File: src/rtl/uart8_rx_flow_decoder_if.sv
// FIFO write port of the UART receiver: a byte plus a one-cycle write strobe,
// with the downstream full flag sampled when a finished byte is classified.
interface uart8_rx_flow_decoder_if;
  // Handshake: wr_en is a single-cycle strobe that always carries valid
  // data_out. There is no stall path. fifo_full is sampled only in the cycle
  // a frame completes, and a full FIFO turns that byte into an overrun.
  logic [7:0] data_out;
  logic       wr_en;
  logic       fifo_full;

  modport master (
    output data_out,
    output wr_en,
    input  fifo_full
  );

  modport slave (
    input  data_out,
    input  wr_en,
    output fifo_full
  );
endinterface

File: src/rtl/uart8_rx_flow_decoder.sv
// 8N1 UART receiver with oversampled start/data/stop sampling, XON/XOFF
// flow-control decoding, overrun tracking and break detection.
module uart8_rx_flow_decoder #(
  parameter int         OVERSAMPLE  = 16,
  parameter logic [7:0] XON_CHAR    = 8'h11,
  parameter logic [7:0] XOFF_CHAR   = 8'h13,
  parameter bit         FILTER_CTRL = 1'b1
) (
  input  logic                           rxClk,
  input  logic                           rst_n,
  input  logic                           en,
  input  logic                           rxd,
  input  logic                           overrun_clr,
  uart8_rx_flow_decoder_if.master        fifo,
  output logic                           busy,
  output logic                           frame_err,
  output logic                           overrun,
  output logic                           tx_pause,
  output logic [2:0]                     dbg_state_o
);

  localparam int CW = $clog2(OVERSAMPLE);
  localparam logic [CW-1:0] HALF_TICK = CW'(OVERSAMPLE / 2 - 1);
  localparam logic [CW-1:0] LAST_TICK = CW'(OVERSAMPLE - 1);

  typedef enum logic [2:0] {
    S_IDLE  = 3'd0,
    S_START = 3'd1,
    S_DATA  = 3'd2,
    S_STOP  = 3'd3,
    S_BREAK = 3'd4
  } state_t;

  state_t        state_q;
  logic [CW-1:0] cnt_q;
  logic [CW-1:0] cnt_d;
  logic [2:0]    bit_idx_q;
  logic [7:0]    shreg_q;
  logic [7:0]    shreg_d;
  logic          rx_meta_q;
  logic          rxs_q;
  logic [7:0]    data_out_q;
  logic          wr_en_q;
  logic          frame_err_q;
  logic          overrun_q;
  logic          tx_pause_q;

  logic          is_xoff;
  logic          is_xon;

  assign cnt_d   = cnt_q + 1'b1;
  assign shreg_d = {rxs_q, shreg_q[7:1]};

  // Control characters are only special when filtering is enabled.
  assign is_xoff = FILTER_CTRL && (shreg_q == XOFF_CHAR);
  assign is_xon  = FILTER_CTRL && (shreg_q == XON_CHAR);

  always_ff @(posedge rxClk) begin
    if (!rst_n) begin
      state_q     <= S_IDLE;
      cnt_q       <= '0;
      bit_idx_q   <= '0;
      shreg_q     <= '0;
      rx_meta_q   <= 1'b1;
      rxs_q       <= 1'b1;
      data_out_q  <= 8'h00;
      wr_en_q     <= 1'b0;
      frame_err_q <= 1'b0;
      overrun_q   <= 1'b0;
      tx_pause_q  <= 1'b0;
    end else begin
      rx_meta_q   <= rxd;
      rxs_q       <= rx_meta_q;
      wr_en_q     <= 1'b0;
      frame_err_q <= 1'b0;
      // A new overrun later in this block overrides the clear.
      if (overrun_clr) overrun_q <= 1'b0;

      case (state_q)
        S_IDLE: begin
          if (en && !rxs_q) begin
            state_q <= S_START;
            cnt_q   <= '0;
          end
        end

        S_START: begin
          if (cnt_q == HALF_TICK) begin
            cnt_q     <= '0;
            bit_idx_q <= '0;
            state_q   <= rxs_q ? S_IDLE : S_DATA;
          end else begin
            cnt_q <= cnt_d;
          end
        end

        S_DATA: begin
          if (cnt_q == LAST_TICK) begin
            cnt_q   <= '0;
            shreg_q <= shreg_d;
            if (bit_idx_q == 3'd7) begin
              state_q <= S_STOP;
            end else begin
              bit_idx_q <= bit_idx_q + 3'd1;
            end
          end else begin
            cnt_q <= cnt_d;
          end
        end

        S_STOP: begin
          if (cnt_q == LAST_TICK) begin
            cnt_q <= '0;
            if (rxs_q) begin
              // Classification lands in the cycle after the stop sample.
              state_q <= S_IDLE;
              if (is_xoff) begin
                tx_pause_q <= 1'b1;
              end else if (is_xon) begin
                tx_pause_q <= 1'b0;
              end else if (fifo.fifo_full) begin
                overrun_q <= 1'b1;
              end else begin
                data_out_q <= shreg_q;
                wr_en_q    <= 1'b1;
              end
            end else begin
              frame_err_q <= 1'b1;
              state_q     <= S_BREAK;
            end
          end else begin
            cnt_q <= cnt_d;
          end
        end

        S_BREAK: begin
          if (rxs_q) state_q <= S_IDLE;
        end

        default: begin
          state_q <= S_IDLE;
          cnt_q   <= '0;
        end
      endcase
    end
  end

  assign fifo.data_out = data_out_q;
  assign fifo.wr_en    = wr_en_q;
  assign busy          = (state_q != S_IDLE);
  assign frame_err     = frame_err_q;
  assign overrun       = overrun_q;
  assign tx_pause      = tx_pause_q;
  assign dbg_state_o   = state_q;

endmodule

File: src/flat_wrapper.sv
// flat-port wrapper written by rule: the top's interface ports become plain ports
module uart8_rx_flow_decoder_flat 
#(
  parameter int         OVERSAMPLE  = 16,
  parameter logic [7:0] XON_CHAR    = 8'h11,
  parameter logic [7:0] XOFF_CHAR   = 8'h13,
  parameter bit         FILTER_CTRL = 1'b1
)
  (rxClk, rst_n, en, rxd, overrun_clr, busy, frame_err, overrun, tx_pause, dbg_state_o, fifo_data_out, fifo_wr_en, fifo_fifo_full);
  uart8_rx_flow_decoder_if fifo_i ();
  input  logic rxClk;
  input  logic rst_n;
  input  logic en;
  input  logic rxd;
  input  logic overrun_clr;
  output logic busy;
  output logic frame_err;
  output logic overrun;
  output logic tx_pause;
  output logic [2:0] dbg_state_o;
  output wire logic [$bits(fifo_i.data_out)-1:0] fifo_data_out;
  output wire logic [$bits(fifo_i.wr_en)-1:0] fifo_wr_en;
  input wire logic [$bits(fifo_i.fifo_full)-1:0] fifo_fifo_full;
  assign fifo_data_out = fifo_i.data_out;
  assign fifo_wr_en = fifo_i.wr_en;
  assign fifo_i.fifo_full = fifo_fifo_full;
  uart8_rx_flow_decoder #(.OVERSAMPLE(OVERSAMPLE), .XON_CHAR(XON_CHAR), .XOFF_CHAR(XOFF_CHAR), .FILTER_CTRL(FILTER_CTRL)) u_core (.rxClk(rxClk), .rst_n(rst_n), .en(en), .rxd(rxd), .overrun_clr(overrun_clr), .fifo(fifo_i), .busy(busy), .frame_err(frame_err), .overrun(overrun), .tx_pause(tx_pause), .dbg_state_o(dbg_state_o));
endmodule
File: config.mk
export PLATFORM = sky130hd
export DESIGN_NAME = uart8_rx_flow_decoder_flat
export DESIGN_NICKNAME = d
export VERILOG_FILES = /design/src/rtl/uart8_rx_flow_decoder_if.sv /design/src/rtl/uart8_rx_flow_decoder.sv /design/src/flat_wrapper.sv
export SDC_FILE = /design/constraint.sdc
export NUM_CORES = 1
export LEC_CHECK = 0
export ABC_AREA = 1
export CORE_MARGIN = 2
export CORE_UTILIZATION = 50
export DETAILED_ROUTE_END_ITERATION = 7
export PLACE_DENSITY = 0.81
export SLEW_MARGIN = 25
export SYNTH_ARGS = -nofsm -noshare
export SYNTH_HDL_FRONTEND = slang
export SYNTH_SLANG_ARGS = --single-unit
File: constraint.sdc
create_clock -name rxClk -period 1.82 [get_ports rxClk]
set_input_delay 0.273 -clock rxClk [delete_from_list [all_inputs] [get_ports rxClk]]
set_output_delay 0.273 -clock rxClk [all_outputs]
set_load 0.005 [all_outputs]
== Yosys cells after proc, flatten, opt, wreduce, memory -nomap -nowiden ==
Index checks and enable logic that the tools add are counted.
W data, S select, Z words.

* Flip-flop bits (word level): 32
* Latch bits: 0
* Memory bits (writable): 0
* Bits in read-only memories: 0
* Bits of input ports: 6
* Memories kept: 0

* Add/subtract/negate cells: 2
* Multiply operators: 0
* Divide/modulo/power cells: 0
* Order comparisons: 0
* Eq/ne operators: 16
* Shifts and indexed selects: 0
* Mux-type cells: 28
* Bitwise logic cells: 8
* Reductions and logical operators: 15

{| class="wikitable"
|+ Operator list
! cell !! count
|-
| $mux W3 || 10
|-
| $eq A8 B5 Y1 const B || 2
|-
| $pmux W4 S4 || 1
|-
| $pmux W3 S5 || 1
|-
| $mux W4 || 3
|-
| $ne A2 B1 Y1 const B || 6
|-
| $reduce_and A6 Y1 || 2
|-
| $mux W1 || 11
|-
| $not A1 Y1 || 8
|-
| $reduce_and A4 Y1 || 2
|-
| $eq A3 B2 Y1 const B || 2
|-
| $eq A3 B3 Y1 const B || 2
|-
| $pmux W3 S2 || 1
|-
| $reduce_or A6 Y1 || 1
|-
| $add A4 B1 Y4 const B || 1
|-
| $eq A4 B3 Y1 const B || 1
|-
| $eq A4 B4 Y1 const B || 1
|-
| $reduce_and A2 Y1 || 2
|-
| $reduce_bool A2 Y1 || 2
|-
| $add A3 B1 Y3 const B || 1
|-
| $eq A3 B1 Y1 const B || 1
|-
| $logic_not A3 Y1 || 1
|-
| $reduce_and A3 Y1 || 1
|-
| $reduce_bool A3 Y1 || 1
|-
| other kinds (5) || 5
|}

== Logic depth before layout (Yosys ltp) ==
* Depth in word-level cells: 7
* Gate-level depth with buffers: 10
* Depth with buffers taken out: 10

== Least setup slack after synthesis ==
OpenSTA, ideal clock, no wires.

* Path kind: register to register
* From: register u_core.cnt_q[0]
* To: register u_core.data_out_q[3] (netlist: u_core.fifo.data_out[3])
* Data arrival time: 1,351 ps
* Required time: 1,707 ps
* Path slack: 357 ps
* Cell stages (with the launch flop): 8
* Clock period less this slack: 1,463 ps
* Cell sequence: dfxtp_1 ha_1 nand3_4 nor3_4 nand3b_4 buf_6 nor2_1 nor2_1

* Longest elaborated chain between the ends: 2

{| class="wikitable"
|+ RTL lines
! what !! line !! text
|-
| from (decl) || uart8_rx_flow_decoder.sv:35 || <nowiki>logic [CW-1:0] cnt_q;</nowiki>
|-
| from (signal assigned) || uart8_rx_flow_decoder.sv:93 || <nowiki>cnt_q <= cnt_d;</nowiki>
|-
| from (signal assigned) || uart8_rx_flow_decoder.sv:107 || <nowiki>cnt_q <= cnt_d;</nowiki>
|-
| from (signal assigned) || uart8_rx_flow_decoder.sv:132 || <nowiki>cnt_q <= cnt_d;</nowiki>
|-
| $eq A4 B4 Y1 || uart8_rx_flow_decoder.sv:112 || <nowiki>if (cnt_q == LAST_TICK) begin</nowiki>
|-
| $reduce_and A6 Y1 (no line) || - ||
|-
| to (signal assigned) || uart8_rx_flow_decoder.sv:124 || <nowiki>data_out_q <= shreg_q;</nowiki>
|-
| to (decl) || uart8_rx_flow_decoder.sv:42 || <nowiki>logic [7:0] data_out_q;</nowiki>
|}

No other way between the ends.
A chain may end at the register's enable or synchronous reset.

== Final worst setup path ==
* From: register u_core.state_q[2] (netlist: u_core.dbg_state_o[2])
* To: output port busy

* Longest elaborated chain between the ends: 1

{| class="wikitable"
|+ RTL lines
! what !! line !! text
|-
| from (decl) || uart8_rx_flow_decoder.sv:34 || <nowiki>state_t state_q;</nowiki>
|-
| from (signal assigned) || uart8_rx_flow_decoder.sv:91 || <nowiki>state_q <= rxs_q ? S_IDLE : S_DATA;</nowiki>
|-
| $reduce_bool A3 Y1 || uart8_rx_flow_decoder.sv:150 || <nowiki>assign busy = (state_q != S_IDLE);</nowiki>
|-
| to (decl) || flat_wrapper.sv:16 || <nowiki>output logic busy;</nowiki>
|}

No other way between the ends.

==> summary.md <==
| Metric | Value |
|---|---|
| Status | `complete, no violations` |
| GPL Wtd Cong | `0.818` |
| Crit-path max FO | `7` |
| Starting Density | `52.5%` |
| Cell Area, Placed | `1670 um^2` |
| Wirelength, routed | `2810 um` |
| Design area | `1750 um^2` |
| Worst r2r src | `u_core.cnt_q[0]$_SDFFE_PN0P_` |
| Fin Hold WS | `0.420 ns` |
| Area leader, netlist | `dfxtp_1` |
| Congestion Overflow GR | `0` |
| FMAX | `575 MHz` |
| Synth cell count leaders | `nand2_1, nor2_1, dfxtp_1` |
| Post-synth EDFFs | `0` |
| Startpoint types | `flop` |
| Max-cap viol count | `0` |
| Fillers | `231` |
| Number of global-route vias before repair | `1127` |
| Cell row count | `19` |
| Max rail drop VDD | `987 uV` |
| Clk_lat worst skew | `0.34 ns` |
| Die span in x | `57.6 um` |
| Area delta synth->final | `22.0%` |
| Crit path DAT | `1.46 ns` |
| Compound-cell area share of the yosys netlist | `10.5%` |
| Drt initial violations | `27` |
| Die Y | `57.6 um` |
| Largest buffer count on any clock path | `2` |
| Initial antenna violation count | `0` |
| #FFs+latches synth | `32` |
| Post-route antenna net violation count | `0` |
| Req. time, crit path | `1.55 ns` |
| Count leader, synth | `nand2_1` |
| NumNets Final | `235` |
| Mapped Cells | `199` |
| Synth Warn # | `0` |
| Port Buf Inserts | `21` |
| Simple-Gate Fraction of Synth Area | `32.7%` |
| Mean Syn Cell Area | `7.22 um^2` |
| Total CTS buffers | `5` |
| Top sig layer | `met4` |
| Post-synthesis async set-or-reset flop share | `0%` |
| Dominant synthesized flop cell | `dfxtp_1` |
| Mapped Nets | `208` |
| Fin crit period | `1.74 ns` |
| Xor and xnor fraction of the mapped netlist area | `0.610%` |
| Synth Area in Adders | `2.61%` |
| Crit path from | `u_core.dbg_state_o[2]$_SDFFE_PN0P_` |
| RSZ-0062 raised after global routing | `false` |
| CTS root buf | `clkbuf_4` |
| H-tree depth | `2` |
| Kind of critical path | `reg2out` |
| Synth unique cells | `24` |
| Worst setup EP type | `output pin` |
| M1 wire length | `1290 um` |
| Vias per cell | `5.08` |
| Setup Fix Bufs, Post-CTS | `0` |
| Final Hold Fails | `0` |
| Final critical-path share of the clock period | `95.5%` |
| Worst hold-check path type | `reg2reg` |
| Worst-Margin Slew | `0.504 ns` |
| Synthesized cell area | `1440 um^2` |
| Setup TNS | `0 ns` |
| Share of cells above drive strength 1 | `9.25%` |
| Vias | `1310` |
| Ports | `22` |
| Largest net degree at the start of global routing | `23` |
| Remaining DRCs | `0` |
| Ant diodes | `0` |
| First-pass GRT wire length | `4660 um` |
| # placed instances | `250` |
| Core Box Area | `2730 um^2` |
| Die area | `3320 um^2` |
| Power Density | `983 nW/um^2` |
| Worst clock skew | `0.0115 ns` |
| Fin cells | `258` |
| Per-cell routed wire length | `10.9 um` |
| Met3 routed WL | `179 um` |
| Final Setup Violations | `0` |
| Post-Route Utilization | `64.1%` |
| CTS tree | `yes` |
| Sink Count | `32` |
| Final WS setup | `0.0822 ns` |
| Dpl hpwl | `1940 um` |
| Slew headroom | `66.1%` |
| Largest family of logic cells by synthesized area | `simple AND/OR/NAND/NOR gates` |
| Top cells by area, synth | `dfxtp_1, nand2_1, nor2_1` |
| Max-slew violations | `0` |
| Top cell type's share of synthesized area | `44.6%` |
| Gr usage total | `18.8%` |
| Placement Setup Slack | `0.236 ns` |
| Seq/Total Area, Yosys | `44.6%` |
| Detailed Routing Iterations Pass 1 | `4` |
| Hold Crit Start | `u_core.rx_meta_q$_SDFF_PN1_` |
| Clock-pin slew on the worst setup and hold paths | `0.09 ns` |
| Met2 WL | `1300 um` |
| P_leak | `0.784 nW` |
| Post-synthesis mux area share | `0%` |
| Total design power | `1.72 mW` |
==> path summary, 6_finish.rpt <==
check	endpoint	slack, ns	depth (start not counted)
setup / recovery	busy	0.08	3
hold / removal	u_core.rxs_q$_SDFF_PN1_	0.42	1
setup reg to reg	u_core.fifo.data_out[7]$_SDFFE_PN0P_	0.20	7
hold reg to reg	u_core.rxs_q$_SDFF_PN1_	0.42	1
==> worst max-delay path, stage by stage, from the launching register on <==
cell and delay [ns]:
dfxtp_2 0.38, nor2_2 0.21, nand2_1 0.10, clkdlybuf4s50_1 0.45
==> routing by layer <==
metal	global-route usage, %	vias to the layer above
met5	0	-
met4	11.3	0
met3	6.35	4
met2	30.2	46
met1	21.5	580
li1	-	680
==> cells in the final DEF, fill, tap and decap left out, types with 2 or more instances in the layout <==
master           synthesis  layout
dfxtp_1                 32      29
a21oi_1                 15      15
buf_4                    0       2
or2_2                    2       2
dfxtp_2                  0       3
nand3_1                 10      10
o21ai_0                 12      12
inv_1                   26      26
nand2_1                 43      43
nor2_2                   2       2
clkbuf_4                 0       5
nor2_1                  39      39
nor3_1                   2       2
ha_1                     3       3
clkdlybuf4s50_1          0      21
==> registers in the layout (all words and copies together) (netlist names) <==
name	flops
u_core.rxs_q	1
u_core.fifo.wr_en	1
u_core.shreg_q	8
u_core.dbg_state_o	3
u_core.frame_err	1
u_core.overrun	1
u_core.bit_idx_q	3
u_core.cnt_q	4
u_core.tx_pause	1
u_core.rx_meta_q	1
u_core.fifo.data_out	8
==> cells by family (layout without fill, tap and decap cells) <==
group           Yosys count  after routing
buf+inv                  30             58
simple gates            104            104
fa+ha+maj                 3              3
xor+xnor                  1              1
flops                    32             32
compound gates           29             29
==> where the power goes <==
part | internal, mW | switching (mW)
Combinational | 0.164 | 0.234
Clock | 0.288 | 0.239
Sequential | 0.740 | 0.0562
Total | 1.19 | 0.530
==> what timing repair did <==
action	CTS	global route
pin swaps	0	0
hold endpoints to repair	0	0
endpoints found under the setup margin	1	1
resized for setup	1	2
hold buffers	0	0
==> cell type report <==
type	instances	area (um^2)	share of cell area, %
clock buffers	6	41.3	2.36
clock inverters	2	35.0	2.00
well taps	31	38.8	2.21
multi-input cells	137	666	38.0
inverters	27	101	5.79
repair buffers	23	225	12.9
flip-flops and latches	32	644	36.8
(Power assumes the default switching activity.)
